<file path="src/rtl/traffic_ctrl_timed_pkg.sv">
// Shared types and constants for the timed intersection controller:
// FSM state codes (also exported as the debug state code) and lamp encodings.
package traffic_ctrl_timed_pkg;

  typedef enum logic [2:0] {
    HWY_GREEN  = 3'd0,
    HWY_YEL    = 3'd1,
    ALLRED_H   = 3'd2,
    CTRY_GREEN = 3'd3,
    CTRY_YEL   = 3'd4,
    ALLRED_C   = 3'd5,
    DISABLED   = 3'd6
  } state_t;

  // Lamp vector layout is {red, yellow, green}.
  localparam logic [2:0] LAMP_R   = 3'b100;
  localparam logic [2:0] LAMP_Y   = 3'b010;
  localparam logic [2:0] LAMP_G   = 3'b001;
  localparam logic [2:0] LAMP_OFF = 3'b000;

  function automatic logic is_yellow(input state_t s);
    return (s == HWY_YEL) || (s == CTRY_YEL);
  endfunction

endpackage

</file>
<file path="src/rtl/traffic_ctrl_timed_if.sv">
// Sensor/prescaler inputs and lamp-driver outputs of the intersection controller.
// master: the environment (sensors, prescaler, lamp drivers); slave: the controller.
interface traffic_ctrl_timed_if;

  logic       sys_en;
  logic       tick;
  logic       vehicle;
  logic       snow;
  logic [2:0] hwy_light;
  logic [2:0] ctry_light;
  logic [2:0] state_o;

  modport master (
    output sys_en, tick, vehicle, snow,
    input  hwy_light, ctry_light, state_o
  );

  modport slave (
    input  sys_en, tick, vehicle, snow,
    output hwy_light, ctry_light, state_o
  );

endinterface

</file>
<file path="src/rtl/traffic_ctrl_timed_phase_timer.sv">
// Phase elapsed-time counter: counts ticks since the current phase began,
// saturating at all-ones; clear wins over tick.
module traffic_ctrl_timed_phase_timer #(
  parameter int CNT_W = 6
) (
  input  logic             clk,
  input  logic             reset,
  input  logic             clear_i,
  input  logic             tick_i,
  output logic [CNT_W-1:0] elapsed_o
);

  localparam logic [CNT_W-1:0] SAT = '1;

  logic [CNT_W-1:0] elapsed_q, elapsed_d;

  // Next count: clear, saturating increment on tick, or hold.
  always_comb begin
    // NOTE: assigning the default first means every path drives elapsed_d, so no latch is inferred.
    elapsed_d = elapsed_q;
    if (clear_i) begin
      elapsed_d = '0;
    end else if (tick_i && (elapsed_q != SAT)) begin
      elapsed_d = elapsed_q + CNT_W'(1);
    end
  end

  // Counter register.
  always_ff @(posedge clk or posedge reset) begin
    // NOTE: non-blocking assignment so every flop samples pre-edge values regardless of block order.
    if (reset) elapsed_q <= '0;
    else       elapsed_q <= elapsed_d;
  end

  assign elapsed_o = elapsed_q;

endmodule

</file>
<file path="src/rtl/traffic_ctrl_timed.sv">
// Timed highway/country-road intersection controller with yellow and all-red
// clearance phases, min/max greens, snow-extended yellow and a disabled mode.
// Optional build macro TRAFFIC_FLASH_EN: flash the lamps while DISABLED
// (highway yellow, country red); otherwise DISABLED is steady red on both roads.
module traffic_ctrl_timed
  import traffic_ctrl_timed_pkg::*;
#(
  parameter int CNT_W       = 6,
  parameter int HWY_MIN     = 8,
  parameter int CTRY_MIN    = 2,
  parameter int CTRY_MAX    = 6,
  parameter int YEL_T       = 3,
  parameter int SNOW_YEL_T  = 5,
  parameter int ALLRED_T    = 1,
  parameter int FLASH_TICKS = 4
) (
  input  logic                 clk,
  input  logic                 reset,
  traffic_ctrl_timed_if.slave  bus
);

  localparam int LIM = 1 << CNT_W;

  if (HWY_MIN < 1 || CTRY_MIN < 1 || CTRY_MAX < 1 || YEL_T < 1 || SNOW_YEL_T < 1 ||
      ALLRED_T < 1 || FLASH_TICKS < 1 || CTRY_MIN > CTRY_MAX ||
      HWY_MIN >= LIM || CTRY_MAX >= LIM || YEL_T >= LIM || SNOW_YEL_T >= LIM ||
      ALLRED_T >= LIM || FLASH_TICKS >= LIM) begin : g_bad_params
    $error("traffic_ctrl_timed: illegal timing parameters");
  end

  localparam logic [CNT_W-1:0] HWY_MIN_L  = CNT_W'(HWY_MIN);
  localparam logic [CNT_W-1:0] CTRY_MIN_L = CNT_W'(CTRY_MIN);
  localparam logic [CNT_W-1:0] CTRY_MAX_L = CNT_W'(CTRY_MAX);
  localparam logic [CNT_W-1:0] YEL_L      = CNT_W'(YEL_T);
  localparam logic [CNT_W-1:0] SNOW_YEL_L = CNT_W'(SNOW_YEL_T);
  localparam logic [CNT_W-1:0] ALLRED_L   = CNT_W'(ALLRED_T);

  state_t           state_q, state_d;
  logic             entry_q;      // first cycle spent in the current state
  logic [CNT_W-1:0] elapsed;
  logic [CNT_W-1:0] yel_len_q;
  logic [CNT_W-1:0] yel_fresh;
  logic [CNT_W-1:0] yel_len;
  logic             timer_clear;
  logic [2:0]       hwy_lamp, ctry_lamp;

  // On the tick that completes a phase of len ticks the counter reads len-1.
  function automatic logic reached(input logic [CNT_W-1:0] cnt, input logic [CNT_W-1:0] len);
    return cnt >= (len - CNT_W'(1));
  endfunction

  // Snow is sampled during the first cycle of a yellow; that sample already governs that cycle.
  assign yel_fresh   = bus.snow ? SNOW_YEL_L : YEL_L;
  assign yel_len     = (entry_q && is_yellow(state_q)) ? yel_fresh : yel_len_q;
  assign timer_clear = (state_d != state_q) || !bus.sys_en;

  traffic_ctrl_timed_phase_timer #(.CNT_W(CNT_W)) u_phase_timer (
    .clk       (clk),
    .reset     (reset),
    .clear_i   (timer_clear),
    .tick_i    (bus.tick),
    .elapsed_o (elapsed)
  );

  // State register plus first-cycle-in-state flag.
  always_ff @(posedge clk or posedge reset) begin
    if (reset) begin
      state_q <= ALLRED_C;
      entry_q <= 1'b1;
    end else begin
      state_q <= state_d;
      entry_q <= (state_d != state_q);
    end
  end

  // Yellow length latched at yellow entry, so later snow changes do not stretch it.
  always_ff @(posedge clk or posedge reset) begin
    if (reset)                               yel_len_q <= YEL_L;
    else if (entry_q && is_yellow(state_q)) yel_len_q <= yel_fresh;
  end

  // Next state: sys_en low overrides everything; timed exits only on a tick.
  always_comb begin
    state_d = state_q;
    if (!bus.sys_en) begin
      state_d = DISABLED;
    end else if (state_q == DISABLED) begin
      state_d = ALLRED_C;
    end else if (bus.tick) begin
      case (state_q)
        HWY_GREEN:  if (reached(elapsed, HWY_MIN_L) && bus.vehicle) state_d = HWY_YEL;
        HWY_YEL:    if (reached(elapsed, yel_len))                  state_d = ALLRED_H;
        ALLRED_H:   if (reached(elapsed, ALLRED_L))                 state_d = CTRY_GREEN;
        CTRY_GREEN: if (reached(elapsed, CTRY_MAX_L) ||
                        (reached(elapsed, CTRY_MIN_L) && !bus.vehicle)) state_d = CTRY_YEL;
        CTRY_YEL:   if (reached(elapsed, yel_len))                  state_d = ALLRED_C;
        ALLRED_C:   if (reached(elapsed, ALLRED_L))                 state_d = HWY_GREEN;
        default:    state_d = ALLRED_C;
      endcase
    end
  end

`ifdef TRAFFIC_FLASH_EN
  localparam logic [CNT_W-1:0] FLASH_LAST = CNT_W'(FLASH_TICKS - 1);

  logic [CNT_W-1:0] flash_cnt_q;
  logic             flash_on_q;

  // Blink phase: restarts "on" at every DISABLED entry and toggles every FLASH_TICKS ticks.
  always_ff @(posedge clk or posedge reset) begin
    if (reset) begin
      flash_cnt_q <= '0;
      flash_on_q  <= 1'b1;
    end else if (state_q != DISABLED) begin
      flash_cnt_q <= '0;
      flash_on_q  <= 1'b1;
    end else if (bus.tick) begin
      if (flash_cnt_q == FLASH_LAST) begin
        flash_cnt_q <= '0;
        flash_on_q  <= ~flash_on_q;
      end else begin
        flash_cnt_q <= flash_cnt_q + CNT_W'(1);
      end
    end
  end
`endif

  // Moore lamp decode: red unless the state lights something else.
  always_comb begin
    hwy_lamp  = LAMP_R;
    ctry_lamp = LAMP_R;
    case (state_q)
      HWY_GREEN:  hwy_lamp  = LAMP_G;
      HWY_YEL:    hwy_lamp  = LAMP_Y;
      CTRY_GREEN: ctry_lamp = LAMP_G;
      CTRY_YEL:   ctry_lamp = LAMP_Y;
`ifdef TRAFFIC_FLASH_EN
      DISABLED: begin
        hwy_lamp  = flash_on_q ? LAMP_Y : LAMP_OFF;
        ctry_lamp = flash_on_q ? LAMP_R : LAMP_OFF;
      end
`endif
      default: ;
    endcase
  end

  assign bus.hwy_light  = hwy_lamp;
  assign bus.ctry_light = ctry_lamp;
  assign bus.state_o    = state_q;

endmodule

</file>
<file path="src/flat_wrapper.sv">
// flat-port wrapper written by rule: the top's interface ports become plain ports
module traffic_ctrl_timed_flat import traffic_ctrl_timed_pkg::*;
#(
  parameter int CNT_W       = 6,
  parameter int HWY_MIN     = 8,
  parameter int CTRY_MIN    = 2,
  parameter int CTRY_MAX    = 6,
  parameter int YEL_T       = 3,
  parameter int SNOW_YEL_T  = 5,
  parameter int ALLRED_T    = 1,
  parameter int FLASH_TICKS = 4
)
  (clk, reset, bus_sys_en, bus_tick, bus_vehicle, bus_snow, bus_hwy_light, bus_ctry_light, bus_state_o);
  traffic_ctrl_timed_if bus_i ();
  input  logic clk;
  input  logic reset;
  input wire logic [$bits(bus_i.sys_en)-1:0] bus_sys_en;
  input wire logic [$bits(bus_i.tick)-1:0] bus_tick;
  input wire logic [$bits(bus_i.vehicle)-1:0] bus_vehicle;
  input wire logic [$bits(bus_i.snow)-1:0] bus_snow;
  output wire logic [$bits(bus_i.hwy_light)-1:0] bus_hwy_light;
  output wire logic [$bits(bus_i.ctry_light)-1:0] bus_ctry_light;
  output wire logic [$bits(bus_i.state_o)-1:0] bus_state_o;
  assign bus_i.sys_en = bus_sys_en;
  assign bus_i.tick = bus_tick;
  assign bus_i.vehicle = bus_vehicle;
  assign bus_i.snow = bus_snow;
  assign bus_hwy_light = bus_i.hwy_light;
  assign bus_ctry_light = bus_i.ctry_light;
  assign bus_state_o = bus_i.state_o;
  traffic_ctrl_timed #(.CNT_W(CNT_W), .HWY_MIN(HWY_MIN), .CTRY_MIN(CTRY_MIN), .CTRY_MAX(CTRY_MAX), .YEL_T(YEL_T), .SNOW_YEL_T(SNOW_YEL_T), .ALLRED_T(ALLRED_T), .FLASH_TICKS(FLASH_TICKS)) u_core (.clk(clk), .reset(reset), .bus(bus_i));
endmodule
</file>
<file path="config.mk">
export PLATFORM = sky130hd
export DESIGN_NAME = traffic_ctrl_timed_flat
export DESIGN_NICKNAME = d
export VERILOG_FILES = /design/src/rtl/traffic_ctrl_timed_pkg.sv /design/src/rtl/traffic_ctrl_timed_if.sv /design/src/rtl/traffic_ctrl_timed_phase_timer.sv /design/src/rtl/traffic_ctrl_timed.sv /design/src/flat_wrapper.sv
export SDC_FILE = /design/constraint.sdc
export NUM_CORES = 1
export LEC_CHECK = 0
export ABC_AREA = 0
export CAP_MARGIN = 15
export CELL_PAD_IN_SITES_DETAIL_PLACEMENT = 1
export CELL_PAD_IN_SITES_GLOBAL_PLACEMENT = 1
export CORE_ASPECT_RATIO = 0.8
export CORE_MARGIN = 2
export CORE_UTILIZATION = 45
export CTS_BUF_LIST = sky130_fd_sc_hd__clkbuf_8 sky130_fd_sc_hd__clkbuf_16
export DETAILED_ROUTE_END_ITERATION = 10
export GPL_ROUTABILITY_DRIVEN = 0
export PLACE_DENSITY = 0.81
export SLEW_MARGIN = 20
export SYNTH_ARGS = -nofsm -noshare
export SYNTH_HDL_FRONTEND = slang
export SYNTH_SLANG_ARGS = --single-unit
</file>
<file path="constraint.sdc">
create_clock -name clk -period 5.9 [get_ports clk]
set_input_delay 0.59 -clock clk [delete_from_list [all_inputs] [get_ports clk]]
set_output_delay 0.59 -clock clk [all_outputs]
set_load 0.01 [all_outputs]
</file>
After elaboration in Yosys (flattened, before gate mapping)
Index checks and enable logic that the tools add are counted.
Widths: inputs -> output; s select.
Cells by class
  add/subtract/negate cells: 2
  reductions and logical operators: 11
  order comparisons: 5
  equal/unequal tests: 8
  muxes and demuxes: 16
Operators by type and width (number)
  $mux 3: 10
  $mux 6: 3
  $pmux 3 s6: 1
  $ge 6x1->1 const B: 2
  $ge 6x3->1 const B: 2
  $pmux 3 s2: 2
  $eq 3x3->1 const B: 3
  $add 6x1->6 const B: 1
  $eq 3x2->1 const B: 2
  $ge 6x6->1: 1
  $ne 6x6->1 const B: 1
  $sub 6x1->6 const B: 1
  $logic_and 1x1->1: 4
  $eq 3x1->1 const B: 1
  $logic_not 3->1: 1
  $logic_or 1x1->1: 3
  $ne 3x3->1: 1
  $logic_not 1->1: 2
  $reduce_bool 2->1: 1
Word-level totals
  output and inout port bits: 9
  logic and storage cells: 46
  bits in registers: 16

Depth between registers and ports, before layout
Gate-level depths: netlist of run 1.
  depth after elaboration: 14
  mapped depth: 12
  depth with buffers taken out: 11

By module
A second synthesis of run 1 with hierarchy kept.
Second synthesis, totals
  cells, all modules: 139
  area total of the unflattened synthesis: 1212.4 sq um
By module, submodules not included
  traffic_ctrl_timed: area an instance 842.1 sq um, sequential area each 256.5 sq um, cells an instance 99, times used 1
  traffic_ctrl_timed_phase_timer: area an instance 370.4 sq um, sequential area each 150.1 sq um, cells an instance 40, times used 1

Least setup slack after synthesis of run 1
OpenSTA, ideal clock, no wires.
  kind: reg2reg
  start point: reg u_core.state_q[2] (netlist: u_core.bus.state_o[2])
  end point: reg u_core.u_phase_timer.elapsed_q[2] (netlist: u_core.u_phase_timer.elapsed_o[2])
  path slack: 2.836 ns
  cell stages (with the launch flop): 12
  arrival: 2.913 ns
  period minus slack after synthesis: 3.064 ns
  required time: 5.749 ns
  path through: dfstp_2 -> buf_2 -> xor2_1 -> nand3_1 -> and2_1 -> nor3_2 -> xnor2_1 -> ha_1 -> nand4_1 -> o221a_2 -> o32ai_1 -> nor4_1
Between the ends
  longest elaborated chain between the ends: 14
  elaborated cells on any way between the ends: 26
Ends and longest elaborated chain
  start, declared: RTL line traffic_ctrl_timed.sv:38  | state_t state_q, state_d;
  start signal, assigned: RTL line traffic_ctrl_timed.sv:71  | state_q <= state_d;
  $eq 3x1->1 / $eq 3x3->1 (equally long branches): RTL line traffic_ctrl_timed_pkg.sv:22  | return (s == HWY_YEL) || (s == CTRY_YEL);
  $logic_or 1x1->1 *: RTL line traffic_ctrl_timed_pkg.sv:22
  $logic_and 1x1->1 *: RTL line traffic_ctrl_timed.sv:54  | assign yel_len = (entry_q && is_yellow(state_q)) ? yel_fresh : yel_len_q;
  $mux 6 *: RTL line traffic_ctrl_timed.sv:54
  named net u_core.yel_len[4]: RTL line traffic_ctrl_timed.sv:43  | logic [CNT_W-1:0] yel_len;
  $sub 6x1->6 *: RTL line traffic_ctrl_timed.sv:49  | return cnt >= (len - CNT_W'(1));
  $ge 6x6->1 *: RTL line traffic_ctrl_timed.sv:49
  $mux 3 (on tied branches): RTL line traffic_ctrl_timed.sv:96, traffic_ctrl_timed.sv:92
  $pmux 3 s6 *: RTL line traffic_ctrl_timed.sv:90  | case (state_q)
  $mux 3 *: RTL line traffic_ctrl_timed.sv:89  | end else if (bus.tick) begin
  $mux 3 *: RTL line traffic_ctrl_timed.sv:87  | end else if (state_q == DISABLED) begin
  $mux 3 *: RTL line traffic_ctrl_timed.sv:85  | if (!bus.sys_en) begin
  $ne 3x3->1 *: RTL line traffic_ctrl_timed.sv:55  | assign timer_clear = (state_d != state_q) || !bus.sys_en;
  $logic_or 1x1->1 *: RTL line traffic_ctrl_timed.sv:55
  $mux 6 / $reduce_bool 2->1 (equally long branches)
  end signal, assigned: RTL line traffic_ctrl_timed_phase_timer.sv:32  | else elapsed_q <= elapsed_d;
  end, declared: RTL line traffic_ctrl_timed_phase_timer.sv:15  | logic [CNT_W-1:0] elapsed_q, elapsed_d;
The timed path passes the listed nets; every way through them passes the cells marked *.
A chain may end at the register's enable or synchronous reset.

Worst setup path in the final report of run 1
Ends and elaborated chain as after synthesis.

==> results of run 1 <==
## stage by stage
stage | hold WS, ns | utilization (%) | setup WS, ns
floorplan | 0.4696 | - | 2.836
global placement | 0.4995 | 52.21 | 2.618
detailed placement | 0.4896 | 52.21 | 2.446
CTS | 0.5101 | 54.23 | 2.375
global route | 0.5397 | 54.23 | 1.982
finish | 0.5087 | 54.23 | 2.375
## metal layers
layer | up-vias | GRT usage [%]
li1 | 550 | -
met1 | 565 | 30.08
met2 | 30 | 38.77
met3 | 8 | 4.329
met4 | 0 | 6.522
met5 | - | 0
## final timing paths
path,from,to,slack [ns],cells after the start
min in group asynchronous,reset,u_core.u_phase_timer.elapsed_o[2],0.71,2
min reg2reg,u_core.yel_len_q[5],u_core.yel_len_q[5],0.51,1
max in group asynchronous,reset,u_core.bus.state_o[1],4.80,2
max reg2reg,u_core.bus.state_o[2],u_core.u_phase_timer.elapsed_o[2],2.37,10
max,u_core.bus.state_o[2],u_core.u_phase_timer.elapsed_o[2],2.37,10
min,u_core.yel_len_q[5],u_core.yel_len_q[5],0.51,1
## power by group
part / internal, W / leakage, nW / switching (W)
sequential: 0.000136 / 0.201 / 0.0000338
clock: 0.0000593 / 0.0288 / 0.0000395
combinational: 0.0000937 / 0.381 / 0.000111
## flip-flops by register name (all words and copies together) (netlist names)
name / flops
u_core.bus.state_o: 3
u_core.entry_q: 1
u_core.u_phase_timer.elapsed_o: 6
u_core.yel_len_q: 6
## layout by cell type (no fill, tap or decap), drive strengths merged, types with 5 or more instances in the layout
cell	n
a21oi	7
inv	8
clkdlybuf4s50	14
o21ai	9
dfstp	5
nand3	6
ha	9
xnor2	5
dfrtp	11
nand2	6
nor3	11
nor2	11
## cells by family (layout without fill, tap and decap cells)
kind of cell             count (synthesis)  in the layout  share of synthesized area [%]
XOR/XNOR                                 7              7                          4.828
AND/OR/NAND/NOR                         55             55                          24.04
flip-flops                              16             16                          32.02
AO/OA/AOI/OAI                           38             38                          21.77
adder cells (fa/ha/maj)                  9              9                          8.867
multiplexers                             4              4                          3.251
buffers and inverters                   14             26                          5.222
## critical path, stage by stage (launching register included)
cell and delay [ns]:
dfstp_2 0.73, xor2_1 0.18, nand3_1 0.25, and2_1 0.29, nor3_2 0.21, xnor2_1 0.10
ha_1 0.32, nand4_1 0.16, o221a_2 0.34, o32ai_1 0.65, nor4_1 0.14
## area by class of cell
| type | instances | area [um^2] | share of cell area [%] |
|---|---|---|---|
| Clock buffer | 4 | 55.05 | 3.729 |
| Inverter | 8 | 30.03 | 2.034 |
| Multi-Input combinational cell | 113 | 797.0 | 53.98 |
| Sequential cell | 16 | 406.6 | 27.54 |
| Tap cell | 38 | 47.55 | 3.220 |
| Timing Repair Buffer | 14 | 140.1 | 9.491 |
==> insert_results.sql, run 1 <==
INSERT INTO impl_metrics (metric_group, metric, value, unit) VALUES
('outcome', 'run_status', 'complete, no violations', ''),
('sta', 'finalSetupTns', '0', 'ns'),
('synth', 'post-synth-top-area-fraction', '21.67', '%'),
('setup_path', 'crit_fanout', '19', ''),
('setup_path', 'endpoint_kind', 'register', ''),
('route', 'wl_met2', '1552', 'um'),
('clock_tree', 'cts-root-to-sink-buffers', '2', ''),
('finish', 'antenna_cells_inserted', '0', ''),
('route', 'detail_route.iter0.violations', '40', ''),
('sta', 'grt_setup_unrepaired', 'no', ''),
('finish', 'areaGrowthSynthToFinish', '16.26', '%'),
('die', 'die_height', '51.52', 'um'),
('sta', 'max_slew.worst_pin.slew', '0.7261', 'ns'),
('finish', 'finish.instance_area', '0.001476', 'mm^2'),
('route', 'topRoutingLayerUsed', 'met4', ''),
('die', 'floorplan.die_area', '0.003266', 'mm^2'),
('grt', 'grt_start_max_net_pins', '20', ''),
('clock_tree', 'cts_tree', 'done', ''),
('placement', 'place_area', '0.001421', 'mm^2'),
('synth', 'synth.net_count', '158', ''),
('synth', 'asyncSetResetFlopFracSynth', '100.0', '%'),
('synth', 'yosys.cell_types.count', '47', ''),
('clock_tree', 'numClockSinks', '16', ''),
('setup_path', 'critical_path_arrival', '3.63', 'ns'),
('sta', 'fmax', '283.7', 'MHz'),
('grt', 'globalRouteTotalUtil', '22.85', '%'),
('synth', 'netlist_top_cells_area', 'dfrtp_1 22%, dfstp_2 10%, ha_1 8.9%, xnor2_1 3.4%, nor2_1 3.3%', ''),
('grt', 'gr-total-overflow', '0', ''),
('die', 'die_x', '63.40', 'um'),
('setup_path', 'crit_required', '6.00', 'ns'),
('power', 'power-per-cell-area', '320.2', 'mW/mm^2'),
('placement', 'place.port_buffers', '14', ''),
('placement', 'place.detailed.hpwl', '2495', 'um'),
('finish', 'finish.net_count', '171', ''),
('route', 'routed-wl-met3', '142', 'um'),
('finish', 'drive_gt1_share', '13.55', '%'),
('route', 'drt-vias-per-instance', '5.974', ''),
('synth', 'post_synth.cell_area_avg', '8.881', 'um^2'),
('route', 'routedWlPerCell', '17.38', 'um'),
('clock_tree', 'cts_resized', '0', ''),
('sta', 'max-slew-margin-rel', '51.45', '%'),
('placement', 'dp.cells', '189', ''),
('clock_tree', 'tritoncts_buffer_count', '3', ''),
('clock_tree', 'clock_latency', '0.25', 'ns'),
('synth', 'synthesis.instances', '143', ''),
('clock_tree', 'hold_buffers', '0', ''),
('grt', 'grt_first_pass_wirelength', '5747', 'um'),
('clock_tree', 'h-tree-depth', '1', ''),
('route', 'totalWireLength', '3355', 'um'),
('power', 'fin_total_pwr', '0.0004728', 'W'),
('sta', 'worst_clock_skew', '0.003298', 'ns'),
('route', 'via_count', '1153', ''),
('route', 'detail_route_antenna_nets', '0', ''),
('route', 'routedLengthMet1', '1616', 'um'),
('sta', 'final.period_utilization', '59.75', '%'),
('sta', 'finalHoldViolCount', '0', ''),
('clock_tree', 'postCtsSetupBuffers', '0', ''),
('sta', 'setup_viol', '0', ''),
('setup_path', 'critPathKind', 'reg -> reg', ''),
('synth', 'yosys_register_bits', '16', ''),
('die', 'core_area', '0.002723', 'mm^2'),
('grt', 'antenna_found_initial', '0', ''),
('synth', 'synth_area_leader_cell', 'dfrtp_1', ''),
('grt', 'first_global_vias', '1195', ''),
('synth', 'main_flop_type_after_synthesis', 'dfrtp_1', ''),
('synth', 'synth_commonest_cells', '11 x dfrtp_1, 11 x nor2_1, 9 x ha_1', ''),
('finish', 'final-instance-count-excl-fill', '193', ''),
('synth', 'synth_seq_area_share', '32.02', '%'),
('power', 'total_leakage_power', '0.6108', 'nW'),
('clock_tree', 'clock-root-buffer', 'clkbuf_8', ''),
('die', 'initial_utilization', '46.65', '%'),
('die', 'std_cell_rows', '17', ''),
('setup_path', 'cp-start-kind', 'register', ''),
('clock_tree', 'clkSlewWorstSetupHoldPaths', '0.07', 'ns'),
('sta', 'min_period', '3.525', 'ns'),
('job', 'max_capacitance_violation_count', '0', ''),
('sta', 'finalMaxSlewViolations', '0', ''),
('route', 'drt-pass1-iter-count', '4', ''),
('die', 'io_pins', '15', ''),
('power', 'peakVddDrop', '0.0001143', 'V'),
('synth', 'post_synth_edffs', '0', ''),
('route', 'post-route-drc-count', '0', ''),
('synth', 'warning_count_from_the_yosys_run', '0', ''),
('finish', 'filler_cell_count', '345', ''),
('synth', 'cell_area_after_synthesis', '0.001270', 'mm^2'),
('hold_path', 'worst_hold_path_type', 'reg -> reg', '');
Note: power is estimated with default switching activity, not from simulation.
==> inputs of run 2 (changes only) <==
--- a/config.mk
+++ b/config.mk
@@ -11,11 +11,11 @@
 export CELL_PAD_IN_SITES_GLOBAL_PLACEMENT = 1
 export CORE_ASPECT_RATIO = 0.8
 export CORE_MARGIN = 2
-export CORE_UTILIZATION = 45
+export CORE_UTILIZATION = 38
 export CTS_BUF_LIST = sky130_fd_sc_hd__clkbuf_8 sky130_fd_sc_hd__clkbuf_16
 export DETAILED_ROUTE_END_ITERATION = 10
 export GPL_ROUTABILITY_DRIVEN = 0
-export PLACE_DENSITY = 0.81
+export PLACE_DENSITY = 0.72
 export SLEW_MARGIN = 20
 export SYNTH_ARGS = -nofsm -noshare
 export SYNTH_HDL_FRONTEND = slang
==> constraint.sdc (replaced) <==
create_clock -name clk -period 3 [get_ports clk]
set_input_delay 0.3 -clock clk [delete_from_list [all_inputs] [get_ports clk]]
set_output_delay 0.3 -clock clk [all_outputs]
set_load 0.01 [all_outputs]
==> insert_results.sql, run 2 (same netlist as run 1, synthesis figures left out) <==
INSERT INTO impl_metrics (metric_group, metric, value, unit) VALUES
('grt', 'use_met3', '3.644', '%'),
('grt', 'grt.met1_usage', '29.35', '%'),
('grt', 'globalRouteTotalUtil', '20.58', '%'),
('route', 'totalWireLength', '3820', 'um'),
('power', 'fin_total_pwr', '0.001093', 'W'),
('placement', 'place.port_buffers', '14', ''),
('die', 'die_x', '68.64', 'um'),
('sta', 'max-slew-margin-rel', '59.85', '%'),
('route', 'detail_route_antenna_nets', '0', ''),
('finish', 'layout_commonest_cell', 'clkdlybuf4s50_1', ''),
('sta', 'final.period_utilization', '99.74', '%'),
('sta', 'max_slew.worst_pin.slew', '0.6016', 'ns'),
('setup_path', 'endpoint_kind', 'register', ''),
('clock_tree', 'clock_latency', '0.25', 'ns'),
('placement', 'place.detailed.hpwl', '2646', 'um'),
('die', 'std_cell_rows', '18', ''),
('power', 'power-per-cell-area', '659.2', 'mW/mm^2'),
('route', 'detail_route.iter0.violations', '53', ''),
('grt', 'antenna_found_initial', '0', ''),
('clock_tree', 'clock-root-buffer', 'clkbuf_8', ''),
('clock_tree', 'clkSlewWorstSetupHoldPaths', '0.07', 'ns'),
('grt', 'gr-total-overflow', '0', ''),
('setup_path', 'critPathKind', 'reg -> reg', ''),
('grt', 'first_global_vias', '1158', ''),
('route', 'post-route-drc-count', '0', ''),
('finish', 'finish.net_count', '180', ''),
('setup_path', 'timing.critical_path.cells', 'xor2_2, nand3_2, and2_4, nor3_4, xnor2_1, ha_1, a21oi_2, o2111ai_1, o21ba_4, a2111oi_0, or4_1', ''),
('clock_tree', 'tritoncts_buffer_count', '3', ''),
('setup_path', 'crit_required', '3.16', 'ns'),
('setup_path', 'slowest_stage', 'dfstp_2', ''),
('sta', 'finalHoldViolCount', '0', ''),
('finish', 'commonest_cells_after_routing_fill_and_taps_aside', '14 x clkdlybuf4s50_1, 11 x nor2_1, 11 x dfrtp_1', ''),
('setup_path', 'cp-start-kind', 'register', ''),
('die', 'initial_utilization', '40.57', '%'),
('setup_path', 'cp_num_buf_inv', '0', ''),
('clock_tree', 'numClockSinks', '16', ''),
('sta', 'finalMaxSlewViolations', '0', ''),
('sta', 'worst_clock_skew', '0.001445', 'ns'),
('grt', 'grt_first_pass_wirelength', '5934', 'um'),
('finish', 'areaGrowthSynthToFinish', '30.54', '%'),
('setup_path', 'critical_path_arrival', '3.15', 'ns'),
('power', 'peakVddDrop', '0.0002331', 'V'),
('die', 'die_height', '55.71', 'um'),
('outcome', 'run_status', 'complete, no violations', ''),
('route', 'via_count', '1192', ''),
('sta', 'timing.final.ws_setup', '0.007872', 'ns'),
('finish', 'antenna_cells_inserted', '0', ''),
('sta', 'fmax', '334.2', 'MHz'),
('setup_path', 'maximum_single_stage_delay_on_the_critical_path', '0.56', 'ns'),
('route', 'drt-vias-per-instance', '5.843', ''),
('power', 'total_leakage_power', '0.6785', 'nW'),
('sta', 'min_period', '2.992', 'ns'),
('grt', 'grt_most_used_layer', 'met2', ''),
('clock_tree', 'cts_tree', 'done', ''),
('route', 'routedWlPerCell', '18.73', 'um'),
('grt', 'grt_start_max_net_pins', '19', ''),
('clock_tree', 'h-tree-depth', '1', ''),
('setup_path', 'path_delay_family', 'simple AND/OR/NAND/NOR gates', ''),
('clock_tree', 'cts-root-to-sink-buffers', '2', ''),
('clock_tree', 'hold_buffers', '0', ''),
('route', 'drt-pass1-iter-count', '4', ''),
('die', 'floorplan.die_area', '0.003823', 'mm^2'),
('job', 'max_capacitance_violation_count', '0', ''),
('die', 'io_pins', '15', ''),
('grt', 'met2_use_gr', '32.14', '%'),
('placement', 'pre_cts_ws', '0.01423', 'ns'),
('finish', 'filler_cell_count', '368', ''),
('hold_path', 'worst_hold_path_type', 'in -> async', ''),
('sta', 'setup_viol', '0', ''),
('finish', 'drive_gt1_share', '25.61', '%'),
('setup_path', 'crit_fanout', '5', ''),
('die', 'core_area', '0.003131', 'mm^2');
-- run 2: final timing paths --
path | start | endpoint | slack [ns] | cells after the start
setup reg to reg | u_core.bus.state_o[0] | u_core.entry_q | 0.008 | 11
setup / recovery | u_core.bus.state_o[0] | u_core.entry_q | 0.008 | 11
hold / removal | reset | u_core.u_phase_timer.elapsed_o[1] | 0.42 | 2
max in group asynchronous | reset | u_core.bus.state_o[1] | 2.20 | 2
hold reg to reg | u_core.yel_len_q[5] | u_core.yel_len_q[5] | 0.52 | 1
min in group clk | u_core.yel_len_q[5] | u_core.yel_len_q[5] | 0.52 | 1
-- run 2: metrics by stage --
step | hold slack (ns) | util, % | cells | setup TNS (ns) | cell area, um^2
floorplan | 0.2102 | - | 143 | 0 | 1282
global placement | 0.5008 | 47.32 | 197 | 0 | 1481
detailed placement | 0.5078 | 47.32 | 197 | 0 | 1481
CTS | 0.4363 | 49.32 | 201 | 0 | 1544
global route | 0.4678 | 52.96 | 204 | -0.3483 | 1658
finish | 0.4150 | 52.96 | 204 | 0 | 1658
-- run 2: layout make-up --
cell class,count,area (um^2),area share [%]
clock buffer,4,55.05,3.321
inverter,8,30.03,1.811
multi-input combinational,113,908.4,54.79
sequential,16,406.6,24.53
tap,40,50.05,3.019
timing repair buffer,23,207.7,12.53
-- run 2: worst register-to-register path, stage by stage, from the launching register on --
cell       delay (ns)
dfstp_2          0.56
xor2_2           0.15
nand3_2          0.15
and2_4           0.22
nor3_4           0.14
xnor2_1          0.16
ha_1             0.30
a21oi_2          0.25
o2111ai_1        0.18
o21ba_4          0.29
a2111oi_0        0.07
or4_1            0.43
-- run 2: routing by layer --
layer,vias up,share of wire [%]
met2,32,51
met5,-,0
met3,4,3.4
li1,570,-
met4,0,0.50
met1,586,45
-- run 2: repair_timing --
action | CTS | global route
setup endpoints to repair | 7 | 7
cloned | 0 | 0
gates resized for setup | 2 | 15
pin swaps | 1 | 8
hold endpoints to repair | 0 | 0
setup buffers | 0 | 3
-- run 2: where the power goes --
group | switching [W] | leakage, nW | internal [W]
combinational | 0.000323 | 0.449 | 0.000273
sequential | 0.0000340 | 0.201 | 0.000266
clock | 0.0000792 | 0.0288 | 0.000116
==> inputs of run 3 (changes only) <==
--- a/config.mk
+++ b/config.mk
@@ -11,11 +11,11 @@
 export CELL_PAD_IN_SITES_GLOBAL_PLACEMENT = 1
 export CORE_ASPECT_RATIO = 0.8
 export CORE_MARGIN = 2
-export CORE_UTILIZATION = 38
+export CORE_UTILIZATION = 42
 export CTS_BUF_LIST = sky130_fd_sc_hd__clkbuf_8 sky130_fd_sc_hd__clkbuf_16
 export DETAILED_ROUTE_END_ITERATION = 10
 export GPL_ROUTABILITY_DRIVEN = 0
-export PLACE_DENSITY = 0.72
+export PLACE_DENSITY = 0.76
 export SLEW_MARGIN = 20
 export SYNTH_ARGS = -nofsm -noshare
 export SYNTH_HDL_FRONTEND = slang
==> constraint.sdc (replaced) <==
create_clock -name clk -period 3.4 [get_ports clk]
set_input_delay 0.34 -clock clk [delete_from_list [all_inputs] [get_ports clk]]
set_output_delay 0.34 -clock clk [all_outputs]
set_load 0.01 [all_outputs]
==> insert_results.sql, run 3 (same netlist as run 1, synthesis figures left out) <==
INSERT INTO impl_metrics (metric_group, metric, value, unit) VALUES
('finish', 'multi_input_comb_area', '805.8', 'um^2'),
('hold_path', 'worst_hold_path_type', 'in -> async', ''),
('sta', 'max_slew.worst_pin.slew', '0.6393', 'ns'),
('sta', 'min_period', '3.151', 'ns'),
('placement', 'place_area', '0.001451', 'mm^2'),
('job', 'max_capacitance_violation_count', '0', ''),
('grt', 'grt_start_max_net_pins', '19', ''),
('die', 'std_cell_rows', '17', ''),
('die', 'floorplan.die_area', '0.003482', 'mm^2'),
('route', 'routedWlPerCell', '17.25', 'um'),
('setup_path', 'crit_fanout', '9', ''),
('finish', 'layout_commonest_cell', 'clkdlybuf4s50_1', ''),
('grt', 'globalRouteTotalUtil', '21.73', '%'),
('clock_tree', 'hold_buffers', '0', ''),
('finish', 'area.sequential', '406.6', 'um^2'),
('clock_tree', 'numClockSinks', '16', ''),
('route', 'drt-vias-per-instance', '5.788', ''),
('clock_tree', 'h-tree-depth', '1', ''),
('route', 'totalWireLength', '3416', 'um'),
('route', 'detail_route.iter0.violations', '29', ''),
('setup_path', 'setup.reg_to_reg.worst_slack', '0.25', 'ns'),
('clock_tree', 'cts-root-to-sink-buffers', '2', ''),
('power', 'power-per-cell-area', '536.9', 'mW/mm^2'),
('sta', 'finalSetupTns', '0', 'ns'),
('outcome', 'run_status', 'complete, no violations', ''),
('die', 'core_area', '0.002829', 'mm^2'),
('setup_path', 'cp-start-kind', 'register', ''),
('grt', 'antenna_found_initial', '0', ''),
('sta', 'final.period_utilization', '92.68', '%'),
('sta', 'max-slew-margin-rel', '57.33', '%'),
('clock_tree', 'clkSlewWorstSetupHoldPaths', '0.07', 'ns'),
('die', 'io_pins', '15', ''),
('finish', 'areaGrowthSynthToFinish', '19.11', '%'),
('clock_tree', 'clock-root-buffer', 'clkbuf_8', ''),
('setup_path', 'r2r_end', 'u_core.u_phase_timer.elapsed_o[2]', ''),
('sta', 'timing.hold.ws', '0.4982', 'ns'),
('clock_tree', 'cts_tree', 'done', ''),
('placement', 'place.detailed.hpwl', '2610', 'um'),
('grt', 'gr-total-overflow', '0', ''),
('finish', 'filler_cell_count', '346', ''),
('route', 'detail_route_antenna_nets', '0', ''),
('setup_path', 'critical_path_arrival', '3.30', 'ns'),
('finish', 'finish.instance_area', '0.001513', 'mm^2'),
('die', 'die_height', '53.18', 'um'),
('finish', 'commonest_cells_after_routing_fill_and_taps_aside', '14 x clkdlybuf4s50_1, 11 x nor2_1, 11 x dfrtp_1', ''),
('route', 'via_count', '1146', ''),
('route', 'drt-pass1-iter-count', '4', ''),
('setup_path', 'slowest_stage', 'dfstp_2', ''),
('grt', 'first_global_vias', '1190', ''),
('power', 'peakVddDrop', '0.0001698', 'V'),
('route', 'post-route-drc-count', '0', ''),
('die', 'die_x', '65.48', 'um'),
('finish', 'finish.net_count', '176', ''),
('setup_path', 'rr_worst_depth', '11', ''),
('finish', 'antenna_cells_inserted', '0', ''),
('sta', 'grt_setup_unrepaired', 'no', ''),
('clock_tree', 'clock_latency', '0.25', 'ns'),
('clock_tree', 'tritoncts_buffer_count', '3', ''),
('setup_path', 'maximum_single_stage_delay_on_the_critical_path', '0.58', 'ns'),
('sta', 'worst_clock_skew', '0.003665', 'ns'),
('sta', 'setup_viol', '0', ''),
('power', 'total_leakage_power', '0.6354', 'nW'),
('finish', 'fin_util', '53.47', '%'),
('grt', 'grt_first_pass_wirelength', '5637', 'um'),
('sta', 'fmax', '317.3', 'MHz'),
('sta', 'finalMaxSlewViolations', '0', ''),
('placement', 'place.port_buffers', '14', ''),
('setup_path', 'timing.critical_path.cells', 'xor2_1, nand3_2, and2_1, nor3_2, xnor2_1, ha_1, a21oi_2, o2111ai_1, o21ba_2, o2111ai_2, nor4_1', ''),
('setup_path', 'rr_startpoint', 'u_core.bus.state_o[0]', ''),
('die', 'initial_utilization', '44.89', '%'),
('sta', 'finalHoldViolCount', '0', ''),
('setup_path', 'endpoint_kind', 'register', ''),
('setup_path', 'critPathKind', 'reg -> reg', ''),
('setup_path', 'crit_required', '3.55', 'ns'),
('finish', 'drive_gt1_share', '16.88', '%');
[run 3: worst max-delay path by stage]
stage	from	end	cells after the start
floorplan	u_core.bus.state_o[2]	u_core.u_phase_timer.elapsed_o[2]	11
global placement	u_core.bus.state_o[0]	u_core.u_phase_timer.elapsed_o[2]	11
detailed placement	u_core.bus.state_o[0]	u_core.u_phase_timer.elapsed_o[2]	11
CTS	u_core.bus.state_o[0]	u_core.u_phase_timer.elapsed_o[2]	11
global route	u_core.bus.state_o[0]	u_core.u_phase_timer.elapsed_o[2]	11
finish	u_core.bus.state_o[0]	u_core.u_phase_timer.elapsed_o[2]	11
[run 3: per-layer routing]
layer	part of all wire (%)	GRT usage, %
met1	49	28.25
met2	47	37.93
met3	3.0	2.553
met4	1.4	6.944
met5	0	0
[run 3: cell type report]
type / count / share of cell area, %
multi-input combinational: 113 / 53.27
sequential: 16 / 26.88
timing repair buffer: 19 / 11.75
tap: 38 / 3.143
clock buffer: 3 / 2.730
inverter: 8 / 1.985
clock inverter: 1 / 0.2481
[run 3: critical path, delay by kind of cell, from the launching register on]
kind	cells	cell delay, ns
flip-flops	1	0.58
AO/OA/AOI/OAI	4	0.86
AND/OR/NAND/NOR	4	0.97
adder cells (fa/ha/maj)	1	0.35
XOR/XNOR	2	0.28
[run 3: power breakdown]
part | total [W] | internal [W] | switching, W | leakage, nW
clock network | 0.000147 | 0.0000800 | 0.0000667 | 0.0269
logic | 0.000399 | 0.000178 | 0.000220 | 0.408
registers | 0.000267 | 0.000235 | 0.0000316 | 0.201
total | 0.000812 | 0.000494 | 0.000318 | 0.635
[run 3: what timing repair did]
item	4_1_cts	5_1_grt
setup endpoints to repair	0	7
resized for setup	0	2
buffers inserted	0	1
[run 3: metrics by stage]
step                instances  total power [W]  setup WS (ns)
finish                    198        0.0008122         0.2489
global route              198        0.0008694        0.07699
CTS                       197        0.0008033       0.009566
detailed placement        193        0.0006524        0.08799
global placement          193        0.0006356         0.2750
floorplan                 143        0.0005344         0.3357
